## src/rtl/tdm_demux_if.sv

```systemverilog
// Bundle of the serial-link inputs and parallel frame outputs of tdm_demux.
// The master side drives the serial stream; the slave side is the demux.
interface tdm_demux_if #(
    parameter int CH = 2,
    parameter int W  = 8
);
    localparam int SW = (CH > 1) ? $clog2(CH) : 1;

    logic            DEMUX_en;
    logic            DEMUX_sync;
    logic            DEMUX_in;
    logic [CH*W-1:0] DEMUX_out;
    logic            DEMUX_valid;
    logic [SW-1:0]   DEMUX_sel;
    logic            DEMUX_locked;
    logic            DEMUX_err;

    modport master (
        output DEMUX_en, DEMUX_sync, DEMUX_in,
        input  DEMUX_out, DEMUX_valid, DEMUX_sel, DEMUX_locked, DEMUX_err
    );

    modport slave (
        input  DEMUX_en, DEMUX_sync, DEMUX_in,
        output DEMUX_out, DEMUX_valid, DEMUX_sel, DEMUX_locked, DEMUX_err
    );
endinterface

```

## src/rtl/tdm_demux.sv

```systemverilog
// Time-division demultiplexer: rebuilds one W-bit word per channel from a
// bit-interleaved serial stream (channel-major per bit, MSB first) aligned
// by a sync strobe, and publishes each complete frame with a valid pulse.
module tdm_demux #(
    parameter int CH = 2,
    parameter int W  = 8
) (
    input  logic       clk,
    input  logic       rst,
    tdm_demux_if.slave bus
);
    localparam int SW = (CH > 1) ? $clog2(CH) : 1;
    localparam int BW = (W > 1) ? $clog2(W) : 1;
    localparam int FW = CH * W;

    typedef enum logic {
        IDLE = 1'b0,
        RUN  = 1'b1
    } state_t;

    state_t          state_reg, state_next;
    logic [SW-1:0]   s_reg, s_next;
    logic [BW-1:0]   b_reg, b_next;
    logic [FW-1:0]   shadow_reg, shadow_next;
    logic [FW-1:0]   out_reg, out_next;
    logic            valid_reg, valid_next;
    logic            err_reg, err_next;

    // One-hot map of the shadow bit addressed by the current (s, b) pair,
    // and the fixed position of channel 0 MSB used when a frame restarts.
    logic [FW-1:0]   hit;
    logic [FW-1:0]   start_bit;
    logic [FW-1:0]   captured;
    logic [FW-1:0]   restarted;

    genvar gi;
    generate
        for (gi = 0; gi < FW; gi++) begin : g_map
            assign hit[gi]       = (s_reg == SW'(gi / W)) && (b_reg == BW'(gi % W));
            assign start_bit[gi] = (gi == W - 1);
        end
    endgenerate

    assign captured  = (shadow_reg & ~hit)       | (hit       & {FW{bus.DEMUX_in}});
    assign restarted = (shadow_reg & ~start_bit) | (start_bit & {FW{bus.DEMUX_in}});

    wire at_boundary = (s_reg == '0) && (b_reg == BW'(W - 1));
    wire last_slot   = (s_reg == SW'(CH - 1));
    wire last_bit    = (b_reg == '0);

    // State, counters, shadow and published frame.
    always_ff @(posedge clk or posedge rst) begin
        if (rst) begin
            state_reg  <= IDLE;
            s_reg      <= '0;
            b_reg      <= BW'(W - 1);
            shadow_reg <= '0;
            out_reg    <= '0;
            valid_reg  <= 1'b0;
            err_reg    <= 1'b0;
        end else begin
            state_reg  <= state_next;
            s_reg      <= s_next;
            b_reg      <= b_next;
            shadow_reg <= shadow_next;
            out_reg    <= out_next;
            valid_reg  <= valid_next;
            err_reg    <= err_next;
        end
    end

    // Next-state: capture routing, frame completion and resync handling.
    always_comb begin
        state_next  = state_reg;
        s_next      = s_reg;
        b_next      = b_reg;
        shadow_next = shadow_reg;
        out_next    = out_reg;
        valid_next  = 1'b0;
        err_next    = 1'b0;

        if (bus.DEMUX_en) begin
            unique case (state_reg)
                IDLE: begin
                    if (bus.DEMUX_sync) begin
                        shadow_next = restarted;
                        s_next      = SW'(1);
                        b_next      = BW'(W - 1);
                        state_next  = RUN;
                    end
                end
                RUN: begin
                    if (bus.DEMUX_sync && !at_boundary) begin
                        // Misaligned sync wins: drop the partial frame.
                        err_next    = 1'b1;
                        shadow_next = restarted;
                        s_next      = SW'(1);
                        b_next      = BW'(W - 1);
                    end else begin
                        shadow_next = captured;
                        if (last_slot) begin
                            s_next = '0;
                            if (last_bit) begin
                                b_next     = BW'(W - 1);
                                out_next   = captured;
                                valid_next = 1'b1;
                            end else begin
                                b_next = b_reg - BW'(1);
                            end
                        end else begin
                            s_next = s_reg + SW'(1);
                        end
                    end
                end
                default: state_next = IDLE;
            endcase
        end
    end

    assign bus.DEMUX_out    = out_reg;
    assign bus.DEMUX_valid  = valid_reg;
    assign bus.DEMUX_sel    = s_reg;
    assign bus.DEMUX_locked = (state_reg == RUN);
    assign bus.DEMUX_err    = err_reg;
endmodule

```

## src/flat_wrapper.sv

```systemverilog
// flat-port wrapper written by rule: the top's interface ports become plain ports
module tdm_demux_flat 
#(
    parameter int CH = 2,
    parameter int W  = 8
)
  (clk, rst, bus_DEMUX_en, bus_DEMUX_sync, bus_DEMUX_in, bus_DEMUX_out, bus_DEMUX_valid, bus_DEMUX_sel, bus_DEMUX_locked, bus_DEMUX_err);
  tdm_demux_if #(.CH(CH), .W(W)) bus_i ();
  input  logic clk;
  input  logic rst;
  input wire logic [$bits(bus_i.DEMUX_en)-1:0] bus_DEMUX_en;
  input wire logic [$bits(bus_i.DEMUX_sync)-1:0] bus_DEMUX_sync;
  input wire logic [$bits(bus_i.DEMUX_in)-1:0] bus_DEMUX_in;
  output wire logic [$bits(bus_i.DEMUX_out)-1:0] bus_DEMUX_out;
  output wire logic [$bits(bus_i.DEMUX_valid)-1:0] bus_DEMUX_valid;
  output wire logic [$bits(bus_i.DEMUX_sel)-1:0] bus_DEMUX_sel;
  output wire logic [$bits(bus_i.DEMUX_locked)-1:0] bus_DEMUX_locked;
  output wire logic [$bits(bus_i.DEMUX_err)-1:0] bus_DEMUX_err;
  assign bus_i.DEMUX_en = bus_DEMUX_en;
  assign bus_i.DEMUX_sync = bus_DEMUX_sync;
  assign bus_i.DEMUX_in = bus_DEMUX_in;
  assign bus_DEMUX_out = bus_i.DEMUX_out;
  assign bus_DEMUX_valid = bus_i.DEMUX_valid;
  assign bus_DEMUX_sel = bus_i.DEMUX_sel;
  assign bus_DEMUX_locked = bus_i.DEMUX_locked;
  assign bus_DEMUX_err = bus_i.DEMUX_err;
  tdm_demux #(.CH(CH), .W(W)) u_core (.clk(clk), .rst(rst), .bus(bus_i));
endmodule
```

## config.mk

```make
export PLATFORM = sky130hd
export DESIGN_NAME = tdm_demux_flat
export DESIGN_NICKNAME = d
export VERILOG_FILES = /design/src/rtl/tdm_demux_if.sv /design/src/rtl/tdm_demux.sv /design/src/flat_wrapper.sv
export SDC_FILE = /design/constraint.sdc
export NUM_CORES = 1
export LEC_CHECK = 0
export ABC_CLOCK_PERIOD_IN_PS = 2000
export CORE_ASPECT_RATIO = 1.5
export CORE_MARGIN = 8
export CORE_UTILIZATION = 50
export CTS_BUF_LIST = sky130_fd_sc_hd__clkbuf_8 sky130_fd_sc_hd__clkbuf_16
export CTS_CLUSTER_DIAMETER = 50
export DETAILED_ROUTE_END_ITERATION = 10
export PLACE_DENSITY = 0.81
export SLEW_MARGIN = 30
export SYNTH_ARGS = -nofsm -noshare
export SYNTH_HDL_FRONTEND = slang
export SYNTH_SLANG_ARGS = --single-unit
```

## constraint.sdc

```tcl
create_clock -name clk -period 2 [get_ports clk]
set_input_delay 0.4 -clock clk [delete_from_list [all_inputs] [get_ports clk]]
set_output_delay 0.4 -clock clk [all_outputs]
set_load 0.02 [all_outputs]
```

==> metrics.yaml <==
global_route:
  grt_pass1_vias: 1391
  grt.total_usage_pct: 14.45
  grt_max_degree: 39
  antenna_found_initial: 0
  grt-ovfl-total: 0
  grt_pass1_wl_mm: 7.038
min_path:
  min_path_type: "flop to flop"
  hold_depth: 1
  min_from: "u_core.shadow_reg[4]"
  hold_end: "u_core.bus.DEMUX_out[4]"
route:
  wl_mm: 4.193
  ant_nets: 0
  wl_per_cell_um: 18.39
  avgViaCountPerCell: 5.838
  via_count: 1331
  drc: 0
  drt-initial-drc-count: 53
  drtPass1Iterations: 4
cts:
  clk_latency_ns: 0.30
  cts_max_level: 2
  cts_buffers: 5
  clk_path_buf_depth: 2
  clkSinkCount: 38
  cts_tree: "done"
  cts_setup_buffers: 0
  cts_root_buf: "clkbuf_8"
  path_clk_slew_ns: 0.07
synth:
  syn_nets: 164
  ys_warn_count: 0
  postSynthAreaPerCell_um2: 13.21
  ys_seq_area_share_pct: 46.92
  netlist_area_um2: 2034
  synth-seq-cells: 38
  ys_types: 35
  syn_inst: 154
sta:
  clock_skew_ns: 0.003910
  hold-worst-slack_ns: 0.5038
  max_slew.worst_pin.slew_ns: 0.4797
  max_freq_mhz: 529.9
  rsz0062_at_grt: "no"
  fin_crit_sh_pct: 94.36
  slew_headroom_pct: 68.02
  layout_setup_ws_ns: 0.1128
  final_hold_viol_count: 0
  period_minus_slack_ns: 1.887
  setup_violations: 0
  slew_violations: 0
worst_setup_path:
  required_ns: 2.18
  cp-end-kind: "flop"
  timing.rr.end: "u_core.bus.DEMUX_out[6]"
  cp.arrival_ns: 2.07
  crit_path_start_kind: "flop"
  timing.rr.start: "u_core.b_reg[0]"
  critPathKind: "flop to flop"
  critical_path.max_fanout: 6
  r2r_setup_slack_ns: 0.11
  critPathLaunch: "u_core.b_reg[0]"
  critPathMaxStageDelay_ns: 0.39
  slowest_stage: "dfstp_2"
  cp_cell_sequence: "inv_1 > ha_2 > nor2b_2 > nor2b_2 > buf_4 > mux2_2"
  rr_worst_depth: 6
  cp_common_cell: "nor2b_2"
floorplan:
  ios: 25
  initial_core_util_pct: 51.85
  rows: 28
  core_area_um2: 3924
  die_h_um: 94.13
  die_x_um: 68.08
  dieArea_um2: 6408
power:
  p_comb_share_pct: 31.5
  power.total_mw: 2.335
  p_switching_mw: 0.7415
  swShare_pct: 31.75
  worst_ir_drop_vdd_v: 0.0007454
  power.share.clock_pct: 23.7
  seqPwrFrac_pct: 44.8
  p_int_mw: 1.594
  p_leak_nw: 1.082
  p_per_area_nw_per_um2: 967.0
cells_and_area:
  largest_register_ff_count: 16
  instances_no_fill: 228
  diodes: 0
  drive_gt1_share_pct: 38.80
  fin_area_um2: 2415
  fin_nets: 192
  areaGrowthSynthToFinish_pct: 18.70
  fillCellCount: 297
job:
  cap_violations: 0
placed_design:
  dp.cells: 220
  hpwl_mm: 2.868
  place_area_um2: 2315
  gp_congestion: 0.8852
  io_buffers: 24
  place_ws_ns: -0.05096
run_status:
  status: "finished clean"
-- repair_timing --
action,CTS,global route
hold buffers,0,0
gates resized for setup,0,2
endpoints found under the setup margin,0,2
-- power by group through the flow --
| stage | Sequential (mW) | Clock (mW) | Combinational, mW |
|---|---|---|---|
| CTS | 1.04 | 0.568 | 0.726 |
| floorplan | 1.03 | 0 | 0.552 |
| finish | 1.05 | 0.555 | 0.735 |
| global placement | 1.04 | 0 | 0.682 |
| global route | 1.06 | 0.583 | 0.796 |
| detailed placement | 1.05 | 0 | 0.719 |
-- final cells by class --
| cell class | count | area, um2 | share of cell area [%] |
|---|---|---|---|
| multi-input combinational | 99 | 965.9 | 40.00 |
| sequential | 38 | 954.7 | 39.53 |
| timing repair buffer | 34 | 327.8 | 13.58 |
| clock buffer | 6 | 82.58 | 3.420 |
| tap | 45 | 56.30 | 2.332 |
| inverter | 4 | 15.01 | 0.6218 |
| clock inverter | 2 | 12.51 | 0.5181 |
-- cells in the mapped netlist --
cell type	count	share of area (%)
a221oi_1	1	0.43
and4_1	1	0.43
nand4_1	3	0.92
and4b_1	2	0.98
nor3b_1	7	2.6
o21a_1	2	0.74
dfstp_2	3	3.9
nor2b_2	1	0.43
buf_12	1	0.98
nand3_1	10	2.5
nand2b_1	1	0.31
nand4_4	1	1.0
nor2b_1	1	0.31
buf_2	3	0.74
nand3b_1	5	1.8
o21ai_0	2	0.49
buf_8	1	0.74
buf_6	2	1.1
dfrtp_1	35	43
mux2_4	8	5.9
nand4b_1	2	0.86
clkbuf_1	3	0.55
nand2_1	1	0.18
and2b_1	1	0.37
nor3b_4	1	0.92
ha_1	5	3.1
mux2_2	35	19
a21o_1	1	0.37
inv_1	4	0.74
nand3b_4	1	0.98
buf_4	3	1.1
a22oi_1	2	0.74
o22ai_1	1	0.31
nor2_1	3	0.55
o211a_1	1	0.49
-- how the worst max path moves through the flow --
stage	end	slack, ns	depth (start not counted)
2_1_floorplan	u_core.bus.DEMUX_out[0]	0.21	7
3_3_place_gp	u_core.shadow_reg[12]	0.05	5
3_5_place_dp	u_core.shadow_reg[12]	-0.05	5
4_1_cts	u_core.bus.DEMUX_out[6]	0.1	6
5_1_grt	u_core.bus.DEMUX_out[6]	0.02	6
6_report	u_core.bus.DEMUX_out[6]	0.11	6
-- metal layers --
layer	vias up	share of wire, %	track usage, %
met5	-	0	0
met4	0	2.9	7.890
met3	12	4.8	3.823
met2	44	54	24.19
met1	662	38	15.84
li1	613	-	-
-- critical path: cells and delay by family, from the launching register on --
family	cells	cell delay (ns)
simple gates	2	0.45
flops	1	0.39
buf+inv	2	0.35
mux	1	0.34
fa+ha+maj	1	0.26
-- through the flow --
step / setup TNS (ns) / utilization (%)
5_1_grt: 0 / 61.54
3_3_place_gp: 0 / 58.99
3_5_place_dp: -0.05096 / 58.99
6_report: 0 / 61.54
2_1_floorplan: 0 / -
4_1_cts: 0 / 61.42
-- placed cells by master, fill, tap and decap left out --
master           netlist  final
mux2_4                 8      8
a21o_1                 1      1
clkdlybuf4s50_1        0     24
nand4_4                1      1
dfstp_2                3      3
nand3_1               10     10
clkinvlp_4             0      1
nand3b_4               1      1
nor3b_4                1      1
nand2b_1               1      1
and4b_1                2      2
nor2b_2                1      2
buf_12                 1      1
and2b_1                1      1
nand3b_1               5      5
nand4_1                3      3
inv_1                  4      4
buf_4                  3      9
nor2_1                 3      3
dfrtp_1               35     35
o211a_1                1      1
mux2_2                35     35
nor3b_1                7      7
and4_1                 1      1
a221oi_1               1      1
a22oi_1                2      2
nand2_1                1      1
clkinv_2               0      1
ha_1                   5      3
nand4b_1               2      2
o22ai_1                1      1
o21ai_0                2      2
ha_2                   0      2
clkbuf_8               0      6
o21a_1                 2      2
-- cells by family (layout without fill, tap and decap cells) --
logic type / count (synthesis) / in the layout / share of synthesized area [%]
compound gates: 10 / 10 / 3.567
fa+ha+maj: 5 / 5 / 3.075
buf+inv: 17 / 46 / 5.965
flops: 38 / 38 / 46.93
mux: 43 / 43 / 25.28
simple gates: 41 / 41 / 15.19
Note: power is estimated with default switching activity, not from simulation.
